[config.mk]
export PLATFORM = sky130hd
export DESIGN_NAME = multi_channel_rgb_mixer
export DESIGN_NICKNAME = d
export VERILOG_FILES = /design/src/rtl/mixer_pkg.sv /design/src/rtl/mixer_channel.sv /design/src/rtl/multi_channel_rgb_mixer.sv
export SDC_FILE = /design/constraint.sdc
export NUM_CORES = 1
export LEC_CHECK = 0
export CAP_MARGIN = 20
export CORE_UTILIZATION = 50
export DETAILED_ROUTE_END_ITERATION = 7
export HOLD_SLACK_MARGIN = 0.15
export PLACE_DENSITY_LB_ADDON = 0.25
export SLEW_MARGIN = 0
export SYNTH_ARGS = -nofsm -noshare
export SYNTH_HDL_FRONTEND = slang
export SYNTH_SLANG_ARGS = --single-unit
[constraint.sdc]
create_clock -name clk -period 1.9 [get_ports clk]
set_clock_uncertainty 0.15 [all_clocks]
set_input_delay 0.285 -clock clk [delete_from_list [all_inputs] [get_ports clk]]
set_output_delay 0.285 -clock clk [all_outputs]
set_load 0.02 [all_outputs]
[src/rtl/mixer_pkg.sv]
// ---------------------------------------------------------------------------
// mixer_pkg
// Shared definitions for the multi-channel encoder-to-PWM mixer.
//   DEF_WIDTH, DEF_DEBOUNCE_LOG2 : default level width and debounce strobe exponent
//   step_t                       : decoded encoder step for one channel
//   next_level()                 : applies one step to a level with saturate/wrap rules.
//                                  Arguments are carried at 16 bits, the widest
//                                  supported level, and callers narrow the result.
// ---------------------------------------------------------------------------
package mixer_pkg;

    localparam int DEF_WIDTH         = 8;
    localparam int DEF_DEBOUNCE_LOG2 = 8;

    typedef enum logic [1:0] {
        STEP_NONE = 2'd0,
        STEP_UP   = 2'd1,
        STEP_DOWN = 2'd2
    } step_t;

    function automatic logic [15:0] next_level(
        input logic [15:0] level,
        input step_t       step,
        input logic        wrap,
        input logic [15:0] max
    );
        logic [15:0] res;
        res = level;
        case (step)
            STEP_UP: begin
                if (level == max) res = wrap ? 16'd0 : max;
                else              res = level + 16'd1;
            end
            STEP_DOWN: begin
                if (level == 16'd0) res = wrap ? max : 16'd0;
                else                res = level - 16'd1;
            end
            default: res = level;
        endcase
        return res;
    endfunction

endpackage

[src/rtl/mixer_channel.sv]
// ---------------------------------------------------------------------------
// mixer_channel
// One encoder/PWM channel: 2-flop synchronisers on A and B, strobe-driven
// debounce, rising-A quadrature decode, level register, period-shadowed duty
// and registered PWM compare.
// Optional build macro: MIXER_LOAD_EN adds a direct level load port.
//
// Ports
//   clk, reset      : system clock, synchronous active-high reset
//   i_enc_a/i_enc_b : raw encoder phases (asynchronous)
//   i_mode_wrap     : 0 = saturate at bounds, 1 = wrap
//   i_strobe        : debounce sample strobe from the shared prescaler
//   i_period_cnt    : shared PWM period counter
//   i_period_last   : high on the last cycle of each PWM period
//   i_load_en       : (MIXER_LOAD_EN) load i_load_value into the level
//   i_load_value    : (MIXER_LOAD_EN) value to load
//   o_pwm           : registered PWM output
//   o_level         : current level register
// ---------------------------------------------------------------------------
module mixer_channel
    import mixer_pkg::*;
#(
    parameter int WIDTH = DEF_WIDTH
)
(
    input  logic             clk,
    input  logic             reset,
    input  logic             i_enc_a,
    input  logic             i_enc_b,
    input  logic             i_mode_wrap,
    input  logic             i_strobe,
    input  logic [WIDTH-1:0] i_period_cnt,
    input  logic             i_period_last,
`ifdef MIXER_LOAD_EN
    input  logic             i_load_en,
    input  logic [WIDTH-1:0] i_load_value,
`endif
    output logic             o_pwm,
    output logic [WIDTH-1:0] o_level
);

    localparam logic [WIDTH-1:0] MAX = {WIDTH{1'b1}};

    logic [1:0]       r_a_sync;
    logic [1:0]       r_b_sync;
    logic             r_a_samp;
    logic             r_b_samp;
    logic             r_a_deb;
    logic             r_b_deb;
    logic             r_a_prev;
    logic [WIDTH-1:0] r_level;
    logic [WIDTH-1:0] r_duty;
    logic             r_pwm;

    step_t            w_step;
    logic [WIDTH-1:0] w_level_next;

    // Stage: synchronise asynchronous encoder phases
    always_ff @(posedge clk) begin
        if (reset) begin
            r_a_sync <= 2'b00;
            r_b_sync <= 2'b00;
        end else begin
            r_a_sync <= {r_a_sync[0], i_enc_a};
            r_b_sync <= {r_b_sync[0], i_enc_b};
        end
    end

    // Stage: debounce - accept a sample only when two consecutive strobes agree
    always_ff @(posedge clk) begin
        if (reset) begin
            r_a_samp <= 1'b0;
            r_b_samp <= 1'b0;
            r_a_deb  <= 1'b0;
            r_b_deb  <= 1'b0;
            r_a_prev <= 1'b0;
        end else begin
            if (i_strobe) begin
                r_a_samp <= r_a_sync[1];
                r_b_samp <= r_b_sync[1];
                if (r_a_sync[1] == r_a_samp) r_a_deb <= r_a_sync[1];
                if (r_b_sync[1] == r_b_samp) r_b_deb <= r_b_sync[1];
            end
            r_a_prev <= r_a_deb;
        end
    end

    // Stage: decode - one step per debounced rising edge of A, direction from B
    always_comb begin
        w_step = STEP_NONE;
        if (r_a_deb && !r_a_prev) begin
            w_step = r_b_deb ? STEP_DOWN : STEP_UP;
        end
    end

    assign w_level_next = WIDTH'(next_level(16'(r_level), w_step, i_mode_wrap, 16'(MAX)));

    // Stage: level register (a load overrides a same-cycle step)
    always_ff @(posedge clk) begin
        if (reset) begin
            r_level <= '0;
`ifdef MIXER_LOAD_EN
        end else if (i_load_en) begin
            r_level <= i_load_value;
`endif
        end else begin
            r_level <= w_level_next;
        end
    end

    // Stage: duty shadow, refreshed only on the last cycle of a period
    always_ff @(posedge clk) begin
        if (reset) begin
            r_duty <= '0;
        end else if (i_period_last) begin
            r_duty <= r_level;
        end
    end

    // Stage: PWM compare; the counter never reaches MAX, so duty MAX stays high
    always_ff @(posedge clk) begin
        if (reset) begin
            r_pwm <= 1'b0;
        end else begin
            r_pwm <= (i_period_cnt < r_duty);
        end
    end

    assign o_pwm   = r_pwm;
    assign o_level = r_level;

endmodule

[src/rtl/multi_channel_rgb_mixer.sv]
// ---------------------------------------------------------------------------
// multi_channel_rgb_mixer
// NUM_CH quadrature encoders, each stepping one WIDTH-bit level that sets the
// duty of one PWM output. A shared prescaler produces the debounce strobe and
// a shared period counter (0 .. 2^WIDTH-2) drives every PWM compare.
// Optional build macro: MIXER_LOAD_EN adds load_valid/load_ch/load_value for
// writing a level directly.
//
// Ports
//   clk        : system clock
//   reset      : synchronous active-high reset
//   enc_a      : [NUM_CH] encoder A phases (asynchronous)
//   enc_b      : [NUM_CH] encoder B phases (asynchronous)
//   mode_wrap  : 0 = saturate at bounds, 1 = wrap at bounds
//   load_valid : (MIXER_LOAD_EN) load strobe
//   load_ch    : (MIXER_LOAD_EN) target channel; out-of-range values ignored
//   load_value : (MIXER_LOAD_EN) level to load
//   pwm_out    : [NUM_CH] PWM outputs
//   level_out  : [NUM_CH*WIDTH] levels, channel i at [i*WIDTH +: WIDTH]
// ---------------------------------------------------------------------------
module multi_channel_rgb_mixer
    import mixer_pkg::*;
#(
    parameter  int NUM_CH        = 3,
    parameter  int WIDTH         = DEF_WIDTH,
    parameter  int DEBOUNCE_LOG2 = DEF_DEBOUNCE_LOG2,
    localparam int CH_W          = (NUM_CH > 1) ? $clog2(NUM_CH) : 1
)
(
    input  logic                    clk,
    input  logic                    reset,
    input  logic [NUM_CH-1:0]       enc_a,
    input  logic [NUM_CH-1:0]       enc_b,
    input  logic                    mode_wrap,
`ifdef MIXER_LOAD_EN
    input  logic                    load_valid,
    input  logic [CH_W-1:0]         load_ch,
    input  logic [WIDTH-1:0]        load_value,
`endif
    output logic [NUM_CH-1:0]       pwm_out,
    output logic [NUM_CH*WIDTH-1:0] level_out
);

    localparam logic [WIDTH-1:0] CNT_LAST = {{(WIDTH-1){1'b1}}, 1'b0};

    logic [DEBOUNCE_LOG2-1:0] r_presc;
    logic [WIDTH-1:0]         r_period_cnt;
    logic                     w_strobe;
    logic                     w_period_last;

    // Stage: shared prescaler and PWM period counter
    always_ff @(posedge clk) begin
        if (reset) begin
            r_presc      <= '0;
            r_period_cnt <= '0;
        end else begin
            r_presc <= r_presc + DEBOUNCE_LOG2'(1);
            if (w_period_last) r_period_cnt <= '0;
            else               r_period_cnt <= r_period_cnt + WIDTH'(1);
        end
    end

    assign w_strobe      = &r_presc;
    assign w_period_last = (r_period_cnt == CNT_LAST);

    // Stage: per-channel datapath
    for (genvar gi = 0; gi < NUM_CH; gi++) begin : g_ch
`ifdef MIXER_LOAD_EN
        logic w_load_hit;
        // load_ch values at or above NUM_CH match no channel and are dropped
        assign w_load_hit = load_valid && (int'(load_ch) == gi);
`endif
        mixer_channel #(
            .WIDTH (WIDTH)
        ) u_ch (
            .clk           (clk),
            .reset         (reset),
            .i_enc_a       (enc_a[gi]),
            .i_enc_b       (enc_b[gi]),
            .i_mode_wrap   (mode_wrap),
            .i_strobe      (w_strobe),
            .i_period_cnt  (r_period_cnt),
            .i_period_last (w_period_last),
`ifdef MIXER_LOAD_EN
            .i_load_en     (w_load_hit),
            .i_load_value  (load_value),
`endif
            .o_pwm         (pwm_out[gi]),
            .o_level       (level_out[gi*WIDTH +: WIDTH])
        );
    end

endmodule
* Yosys cells after proc, flatten, opt, wreduce, memory -nomap -nowiden *
Cells that the tools add are included.

storage, ports and cells
  bits of input ports = 9
  word-level logic and storage cells = 96
  register bits after elaboration = 94

operators by class
  add/subtract/negate cells = 8
  order comparisons = 3
  muxes and demuxes = 17
  reduce and logical (&&, ||, !) cells = 20
  equality and inequality tests = 16

operators with widths
  operator                                                                count
  8-bit two-way mux                                                       8
  9-bit AND reduction                                                     6
  8-bit one-hot mux with 2 select lines                                   3
  8-bit by 1-bit adder with 8-bit output (second input constant)          5
  8-bit equality test (second input constant)                             4
  8-bit logical NOT                                                       3
  8-bit < comparator                                                      3
  8-bit by 1-bit subtractor with 8-bit output (second input constant)     3
  2-bit two-way mux                                                       6
  8-bit AND reduction                                                     1
  1-bit equality test                                                     6
  2-bit by 1-bit equality test with 1-bit output (second input constant)  3
  2-bit equality test (second input constant)                             3
  2-bit nonzero test                                                      3
  1-bit logical AND                                                       3
  1-bit logical NOT                                                       3
  2-bit OR reduction                                                      1

* Depth between registers and ports, before layout *
  depth in word-level cells = 5
  depth in mapped cells = 8

* By module *
A second synthesis with hierarchy kept.

unflattened totals
  cell total of the unflattened synthesis = 642
  area total of the unflattened synthesis = 5,726.7 um^2

by module, submodules not included
  module                   area an instance (um^2)  times used  cells an instance
  mixer_channel            1,681.6                  3           188
  multi_channel_rgb_mixer  681.9                    1           78

* Least setup slack after synthesis *
Ideal clock, no wire load.

  path type = register to register
  start point = register g_ch[0].u_ch.r_level[1]
  end point = register g_ch[0].u_ch.r_level[1]
  buffers on the path = 0
  stages on the path, launching flop included = 7
  period minus slack after synthesis = 2.179 ns
  setup slack = -0.279 ns
  data arrival time = 1.962 ns
  required time = 1.683 ns
  cells stage by stage = dfxtp_1 ha_1 and4_1 nand4_1 nor3b_1 a2111o_1 a21oi_2

between the ends
  longest elaborated chain between the ends = 3

RTL lines
  item                                                                       RTL line                          RTL
  start: declaration                                                         mixer_channel.sv:51               logic [WIDTH-1:0] r_level;
  start signal: assignment                                                   mixer_channel.sv:107              r_level <= w_level_next;
  8-bit by 1-bit subtractor with 8-bit output, or another cell as far along  mixer_pkg.sv:36                   else res = level - 16'd1;
  8-bit two-way mux, on equally long branches                                mixer_pkg.sv:35, mixer_pkg.sv:31
  8-bit one-hot mux with 2 select lines (*)                                  mixer_pkg.sv:29                   case (step)

Mark *: on every way between the ends. The rest lies on a longest branch, timed or not.
A chain may end at the register's enable or synchronous reset.

* Worst setup path after layout *
  start point = register g_ch[2].u_ch.r_level[0]
  end point = register g_ch[2].u_ch.r_level[3]

between the ends
  longest elaborated chain between the ends = 3

RTL lines
  item                                                                       RTL line
  start: declaration                                                         mixer_channel.sv:51
  start signal: assignment                                                   mixer_channel.sv:107
  8-bit by 1-bit subtractor with 8-bit output, or another cell as far along  mixer_pkg.sv:36
  8-bit two-way mux, on equally long branches                                mixer_pkg.sv:35, mixer_pkg.sv:31
  8-bit one-hot mux with 2 select lines (*)                                  mixer_pkg.sv:29

Marked as above.

==> results.json <==
{
  "synth_top_area_share_pct": 36.00,
  "r2r_cells": 7,
  "cts_num_sinks": 94,
  "hp-start": "g_ch[0].u_ch.r_a_sync[0]",
  "ys.warnings.count": 0,
  "via_per_inst": 5.680,
  "vias": 5027,
  "grt_pass1_wl_um": 22040,
  "cts_tree": "built",
  "cts_root_buf": "clkbuf_8",
  "antenna_found_initial": 0,
  "antennaDiodeCount": 0,
  "nets": 789,
  "synth-seq-cells": 94,
  "cp_max_fo": 5,
  "timing.rr.start": "g_ch[2].u_ch.o_level[0]",
  "dpl.hpwl_um": 9726,
  "setup.worst_path.start": "g_ch[2].u_ch.o_level[0]",
  "clk_latency_ps": 370,
  "io_buffers": 35,
  "cp.arrival_ps": 2020,
  "yosys.area_share.xor_xnor_pct": 4.524,
  "synth_top_flop_cell": "dfxtp_1",
  "synth_cell_type_count": 62,
  "drive_gt1_share_pct": 20.35,
  "rrSetupSlack_ps": 4,
  "dpl_cell_area_um2": 6162,
  "detail-route-antenna-nets": 0,
  "min_period_over_period_pct": 99.79,
  "grt_setup_unrepaired": "yes",
  "start_util_pct": 52.51,
  "synth.most_common_cell": "nand2_1",
  "routedWlPerCell_um": 15.15,
  "slowest_delay_ps": 520,
  "hold_class": "reg -> reg",
  "io_pins": 36,
  "dr.first_iter.drc_count": 290,
  "endpoint_kind": "flip-flop",
  "ir_worst_vdd_uv": 542.4,
  "synth_area_um2": 5228,
  "routed_wl_um": 13410,
  "path_cells": "inv_4 -> ha_4 -> or4b_4 -> nor2_8 -> mux2i_1 -> a21oi_1 -> o21a_1",
  "syn_to_final_growth_pct": 26.09,
  "hold_violations": 0,
  "die_h_um": 104.3,
  "first_pass_iters": 5,
  "n_fill_cell": 847,
  "cts-htree-levels": 3,
  "synthArstFlopShare_pct": 0,
  "syn-mean-instance-area_um2": 7.814,
  "slew_headroom_pct": 61.27,
  "fin_ws_ps": 4.054,
  "path_class": "reg -> reg",
  "synth_top_area_cell": "dfxtp_1",
  "synthAdderAreaFrac_pct": 7.899,
  "gr-total-overflow": 0,
  "grt_pass1_vias": 4793,
  "synth_edf_count": 0,
  "grt_max_degree": 25,
  "fp-row-count": 36,
  "setup_viol": 0,
  "die-area_um2": 10870,
  "max_cap_viol_count": 0,
  "yosysSeqAreaShare_pct": 36.00,
  "cts_made_buffers": 9,
  "worst_pin_slew_ps": 580.2,
  "path_clk_slew_ps": 90,
  "synth_top_family_by_area": "simple AND/OR/NAND/NOR gates",
  "synth.area.top_cells": "dfxtp_1, ha_1, nand2_1, a21oi_1, o21ai_0",
  "slew_violations": 0,
  "synthMuxAreaShare_pct": 0.7659,
  "syn-num-nets": 711,
  "power.leakage_nw": 2.588,
  "regToRegEndpoint": "g_ch[2].u_ch.o_level[3]",
  "fin_area_um2": 6591,
  "fin_util_pct": 66.21,
  "status": "complete, no violations",
  "period_minus_slack_ps": 1896,
  "synth_commonest_cells": "nand2_1, dfxtp_1, a21oi_1",
  "hold_path_depth": 1,
  "yosys.area_share.simple_pct": 22.12,
  "clock.fmax_mhz": 527.4,
  "holdWs_ps": 291.8,
  "syn-instance-count": 669,
  "gp_congestion": 0.9558,
  "multi_input_area_um2": 3184,
  "cp-start-kind": "flip-flop",
  "register_area_um2": 1913,
  "die_w_um": 104.3,
  "hold-path-endpoint": "g_ch[0].u_ch.r_a_sync[1]",
  "synth_compound_area_share_pct": 22.00,
  "tns_ps": 0,
  "grt_util_all_layers_pct": 24.57,
  "cts_buffer_depth": 2,
  "core_um2": 9955,
  "drcViolationCount": 0,
  "crit_slowest_cell": "or4b_4",
  "powerDensity_nw_per_um2": 566.7,
  "place_ws_ps": -95.67,
  "worstPathRequired_ps": 2020
}
## area by class of cell
class / instances / area share (%)
multi-input combinational: 489 / 48.31
clock buffer: 11 / 2.468
tap: 133 / 2.525
clock inverter: 5 / 0.9301
timing repair buffer: 114 / 14.41
inverter: 39 / 2.335
sequential: 94 / 29.02
## kinds of logic (layout without fill, tap and decap cells)
group	count (synthesis)	in the layout
XOR/XNOR	27	27
buffers and inverters	86	169
multiplexers	4	4
flip-flops	94	94
adder cells (fa/ha/maj)	33	33
AND/OR/NAND/NOR	240	240
AO/OA/AOI/OAI	185	185
## routing by layer
| metal | vias up | GRT usage, % | share of wire (%) |
|---|---|---|---|
| met5 | - | 0 | 0 |
| met4 | 0 | 6.531 | 1.3 |
| li1 | 2466 | - | - |
| met2 | 158 | 42.81 | 50 |
| met1 | 2384 | 30.36 | 44 |
| met3 | 19 | 5.639 | 5.5 |
## critical path: cells and delay by family (launching register included)
kind / cells / cell delay (ps)
buffers and inverters: 1 / 60
multiplexers: 1 / 240
AND/OR/NAND/NOR: 2 / 680
AO/OA/AOI/OAI: 2 / 190
adder cells (fa/ha/maj): 1 / 120
flip-flops: 1 / 360
## cell usage in the layout (no fill, tap or decap), types with 12 or more instances in the layout
master             n
a21oi_1           65
buf_4             73
clkdlybuf4s50_1   13
dfxtp_1           81
dlygate4sd2_1     19
ha_1              29
inv_1             34
nand2_1          100
nand2b_1          12
nand3_1           16
nor2_1            42
nor2b_1           20
o21ai_0           38
xnor2_1           13
xor2_1            14
## repair_timing
item,CTS,global route
pin swaps,4,12
hold buffers,1,0
setup endpoints to repair,29,21
endpoints found under the hold margin,4,0
buffers inserted,1,5
gates resized for setup,33,36
## sequential cells by signal, summed over array words and instances (netlist names)
register	flops
g_ch.u_ch.o_pwm	3
g_ch.u_ch.r_duty	24
g_ch.u_ch.r_a_samp	3
g_ch.u_ch.r_b_sync	6
g_ch.u_ch.o_level	24
g_ch.u_ch.r_a_prev	3
g_ch.u_ch.r_a_sync	6
g_ch.u_ch.r_a_deb	3
r_period_cnt	8
g_ch.u_ch.r_b_samp	3
r_presc	8
g_ch.u_ch.r_b_deb	3
## per-stage QoR
step	total power, mW	cells
after global placement	2.290	862
after CTS	3.769	880
after floorplan	2.208	669
final	3.735	885
after detailed placement	2.298	862
after global routing	3.867	885
## power by group
group	internal, mW	leakage, nW	switching [mW]
Combinational	0.109	1.71	0.129
Sequential	1.99	0.770	0.0265
Clock	0.735	0.112	0.745
## worst max path at each step
stage,cells past startpoint,to,slack (ps)
after floorplan,6,g_ch[0].u_ch.o_level[1],-50
after global placement,7,g_ch[2].u_ch.o_level[7],-90
after detailed placement,7,g_ch[2].u_ch.o_level[7],-100
after CTS,7,g_ch[1].u_ch.o_level[6],5
after global routing,5,g_ch[0].u_ch.o_level[5],-60
final,7,g_ch[2].u_ch.o_level[3],4
(Power assumes the default switching activity.)
